### src/rtl/ram_pkg.sv
// Shared sizing constants and word/address types for the scratch RAM.
package ram_pkg;
    localparam int RAM_DATA_WIDTH = 8;
    localparam int RAM_ADDR_WIDTH = 8;

    typedef logic [RAM_DATA_WIDTH-1:0] ram_word_t;
    typedef logic [RAM_ADDR_WIDTH-1:0] ram_addr_t;
endpackage

### src/rtl/ram_sync_256x8.sv
// Single-port synchronous scratch RAM with chip enable and a registered read port.
module ram_sync_256x8
    import ram_pkg::*;
#(
    parameter int DATA_WIDTH = RAM_DATA_WIDTH,
    parameter int ADDR_WIDTH = RAM_ADDR_WIDTH
) (
    input  logic                  clk,
    input  logic                  rst,
    input  logic                  en,
    input  logic                  wr,
    input  logic [ADDR_WIDTH-1:0] addr,
    input  logic [DATA_WIDTH-1:0] data_in,
    output logic [DATA_WIDTH-1:0] data_out
);

    localparam int DEPTH = 2 ** ADDR_WIDTH;

    logic [DATA_WIDTH-1:0] mem [DEPTH];

    logic wr_acc;
    logic rd_acc;

    assign wr_acc = en & wr;
    assign rd_acc = en & ~wr;

    // Array has no reset so it maps onto block RAM; rst only gates the write strobe.
    always_ff @(posedge clk) begin
        if (wr_acc && !rst) begin
            mem[addr] <= data_in;
        end
    end

    // Read register: cleared asynchronously, otherwise holds until the next enabled read.
    always_ff @(posedge clk or posedge rst) begin
        if (rst) begin
            data_out <= '0;
        end else if (rd_acc) begin
            data_out <= mem[addr];
        end
    end

endmodule

### config.mk
export PLATFORM = sky130hd
export DESIGN_NAME = ram_sync_256x8
export DESIGN_NICKNAME = d
export VERILOG_FILES = /design/src/rtl/ram_pkg.sv /design/src/rtl/ram_sync_256x8.sv
export SDC_FILE = /design/constraint.sdc
export NUM_CORES = 2
export LEC_CHECK = 0
export CELL_PAD_IN_SITES_DETAIL_PLACEMENT = 1
export CELL_PAD_IN_SITES_GLOBAL_PLACEMENT = 1
export CORE_UTILIZATION = 40
export DETAILED_ROUTE_END_ITERATION = 10
export GPL_ROUTABILITY_DRIVEN = 0
export PLACE_DENSITY = 0.7
export RECOVER_POWER = 50
export SLEW_MARGIN = 20
export SYNTH_ARGS = -nofsm -noshare
export SYNTH_HDL_FRONTEND = slang
export SYNTH_SLANG_ARGS = --single-unit
### constraint.sdc
create_clock -name clk -period 2.55 [get_ports clk]
set_input_delay 0.51 -clock clk [delete_from_list [all_inputs] [get_ports clk]]
set_output_delay 0.51 -clock clk [all_outputs]
set_load 0.02 [all_outputs]
==> flow_summary.json <==
{
  "die_h_um": 449,
  "ff_latch_area_sq_um": 61700,
  "crit_fanout": 2,
  "grt_pass1_wl_um": 333000,
  "rows": 163,
  "r2r_slack_ns": 0.09,
  "endpoint_kind": "output port",
  "vias_per_cell": 5.79,
  "syn_nets": 3681,
  "async_flop_share": 0.00389,
  "final_common_cell": "edfxtp_1",
  "peakVddDrop_uv": 632,
  "grt.overflow.total": 0,
  "post_dp_cell_area_sq_um": 92000,
  "p_leak_nw": 32.0,
  "nNetsFinal": 4496,
  "grt_use_total": 0.230,
  "clock_skew_ns": 0.0436,
  "port_buffers": 27,
  "whs_endpoint": "data_out[5]",
  "clockPowerShare": 0.424,
  "drive_gt1_frac": 0.392,
  "hold-path-cell-count": 5,
  "pwr-share-comb": 0.058,
  "synth_cell_types": 56,
  "p_sw_mw": 15.6,
  "clockRootBuffer": "clkbuf_16",
  "maxCapViolations": 9,
  "final_cell_mix": "2048 x edfxtp_1, 552 x buf_4, 513 x mux4_2, 216 x buf_12, 209 x clkbuf_16",
  "die_width_um": 449,
  "violations": "max-capacitance violations, max-slew violations",
  "multiInputGateArea_sq_um": 17900,
  "status": "finished, violations left",
  "synthFlopType": "edfxtp_1",
  "hold_start": "addr[7]",
  "syn_inst": 3661,
  "grt_antenna_before_repair": 8,
  "fin_setup_tns_ns": 0,
  "cts_buffer_depth": 3,
  "dieArea_sq_um": 202000,
  "num_vias": 42219,
  "max_slew_margin": -0.627,
  "seqPwrFrac": 0.517,
  "path_cells": "clkdlybuf4s50_1",
  "core_sq_um": 198000,
  "crit_type": "reg2out",
  "worstPathRequired_ns": 2.04,
  "fin_crit_sh": 0.999,
  "h-tree-depth": 4,
  "grt_max_degree": 108,
  "rsz0062_at_grt": "no",
  "slowest_stage": "clkdlybuf4s50_1",
  "period_needed_ns": 2.55,
  "final-hold-violation-count": 0,
  "synth_area_sq_um": 79900,
  "hold_class": "in2reg",
  "cts_made_buffers": 205,
  "pin_count": 28,
  "r2r_start": "mem[250][4]",
  "setup_viol": 0,
  "syn_to_final_growth_pct": 23.4,
  "syn-mean-instance-area_sq_um": 21.8,
  "ff2ff_path_depth": 7,
  "cp_num_buf_inv": 1,
  "drtIter0Drc": 4608,
  "slowest_delay_ns": 0.66,
  "grt_pass1_vias": 44828,
  "cp.depth": 1,
  "start_util": 0.404,
  "worst_slew_pin_slew_ns": 2.44,
  "path_delay_family": "buffers and inverters",
  "slew_viol_final": 670,
  "clk_latency_ns": 0.85,
  "clkTransAtPathRegs_ns": 0.06,
  "place_hpwl_um": 155000,
  "yosys_register_bits": 2056,
  "postRouteAntennaNets": 0,
  "synth-edff-count": 2048,
  "cts.sinks": 2056,
  "fmax_ghz": 0.392,
  "p_int_mw": 56.5,
  "drt_drc_violations_left": 0,
  "first_pass_iters": 6,
  "cts_tree": "done",
  "yosys_warnings": 0,
  "arrival_ns": 2.04,
  "postCtsSetupRepairBufs": 0,
  "setup.worst_path.start_class": "flip-flop",
  "postLayoutCellArea_sq_um": 98600,
  "drt_wl_total_um": 233000,
  "switching_share": 0.216,
  "r2r_end": "data_out[4]",
  "ys_seq_area_frac": 0.772,
  "p_per_area_nw_per_um2": 731,
  "nFillCells": 17727,
  "wl_per_cell_um": 31.9
}
-- cell usage after synthesis, types with 2 or more instances --
| master | instances | area (sq um) |
|---|---|---|
| or2_2 | 2 | 12.5 |
| a2111oi_0 | 3 | 26.3 |
| a21oi_1 | 15 | 75.1 |
| a311oi_1 | 6 | 52.6 |
| nor2_1 | 289 | 1080 |
| o311ai_0 | 2 | 17.5 |
| a211oi_1 | 4 | 30.0 |
| o2111ai_1 | 6 | 52.6 |
| nand2b_1 | 3 | 18.8 |
| o22ai_1 | 13 | 81.3 |
| o22a_1 | 6 | 52.6 |
| buf_6 | 29 | 327 |
| o21ai_0 | 17 | 85.1 |
| or4_1 | 2 | 15.0 |
| mux4_2 | 513 | 11600 |
| a221oi_1 | 19 | 166 |
| dfrtp_1 | 8 | 200 |
| buf_4 | 36 | 270 |
| and2_1 | 4 | 25.0 |
| inv_1 | 13 | 48.8 |
| buf_2 | 57 | 285 |
| nor2b_1 | 13 | 81.3 |
| nor3_1 | 24 | 120 |
| or3_1 | 6 | 37.5 |
| edfxtp_1 | 2048 | 61500 |
| and3_1 | 4 | 25.0 |
| nand3_1 | 38 | 190 |
| a22o_1 | 5 | 43.8 |
| a311o_1 | 3 | 30.0 |
| a31oi_1 | 12 | 75.1 |
| mux2_2 | 6 | 67.6 |
| clkinv_1 | 2 | 7.51 |
| o31ai_1 | 2 | 15.0 |
| o211ai_1 | 10 | 75.1 |
| nand2_1 | 61 | 229 |
| nand4_1 | 4 | 25.0 |
| mux2i_1 | 175 | 1750 |
| clkbuf_1 | 82 | 308 |
| o221ai_1 | 6 | 52.6 |
| a32oi_1 | 3 | 26.3 |
| a22oi_1 | 82 | 616 |
| buf_1 | 14 | 52.6 |
-- timing repair --
item / 4_1_cts / 5_1_grt
setup endpoints to repair: 14 / 6
pin swaps: 0 / 1
hold buffers: 2 / 0
resized for setup: 21 / 11
hold endpoints to repair: 13 / 0
-- through the flow --
step	hold WS [ns]	cells	total power, mW	setup slack (ns)	util
4_1_cts	0.200	7283	72.4	0.000173	0.500
3_5_place_dp	0.714	6907	42.2	-1.03	0.465
3_3_place_gp	0.721	6907	42.1	-1.13	0.465
6_report	0.581	7286	72.1	0.00182	0.498
5_1_grt	0.593	7283	73.7	0.00000977	0.498
2_1_floorplan	0.334	3661	39.8	-0.369	-
-- registers in the layout, summed over array words and instances (netlist names) --
| register | cells |
|---|---|
| data_out | 8 |
| mem | 2048 |
-- worst register-to-register path: stages (launching register included) --
cell and delay, ns:
edfxtp_1 0.38, mux4_2 0.51, mux4_2 0.48, o21ai_1 0.24, o221ai_2 0.25, buf_4 0.20
a31oi_1 0.19, a21oi_1 0.10
-- cells by family after synthesis --
kind of cell | count (synthesis) | share of synthesized area
DFF | 2056 | 0.772
muxes | 694 | 0.167
and+or+nand+nor | 454 | 0.0237
buffers and inverters | 235 | 0.0165
AOI/OAI and AO/OA | 222 | 0.0205
-- cell type report --
type                            count  share of cell area
Multi-Input combinational cell   1370               0.181
Clock buffer                      245              0.0544
Clock inverter                    129              0.0141
Timing Repair Buffer              827              0.0901
Tap cell                         2640              0.0335
Sequential cell                  2056               0.626
Inverter                           16            0.000622
Antenna cell                        3           0.0000761
-- power by group through the flow --
stage / Sequential, mW / Combinational, mW / Clock, mW
floorplan: 38.0 / 1.86 / 0
global placement: 38.0 / 4.11 / 0
detailed placement: 38.0 / 4.23 / 0
CTS: 37.3 / 4.26 / 30.9
global route: 37.3 / 4.38 / 32.1
finish: 37.3 / 4.22 / 30.6
-- worst max path at each step --
stage                 from           to  slack, ns
2_1_floorplan      addr[1]  mem[168][0]      -0.37
3_3_place_gp       addr[0]  data_out[3]      -1.13
3_5_place_dp       addr[0]  data_out[3]      -1.03
4_1_cts        mem[173][3]  data_out[3]     0.0002
5_1_grt        mem[219][5]  data_out[5]    0.00001
6_report       data_out[2]  data_out[2]      0.002
-- per-layer routing --
layer / part of all wire / up-vias / track usage
met3: 0.080 / 424 / 0.0436
met4: 0.039 / 4 / 0.0872
li1: - / 17066 / -
met5: 0.00020 / - / 0
met1: 0.39 / 22694 / 0.308
met2: 0.49 / 2031 / 0.375
No activity file was read; power rests on OpenSTA's default activity.
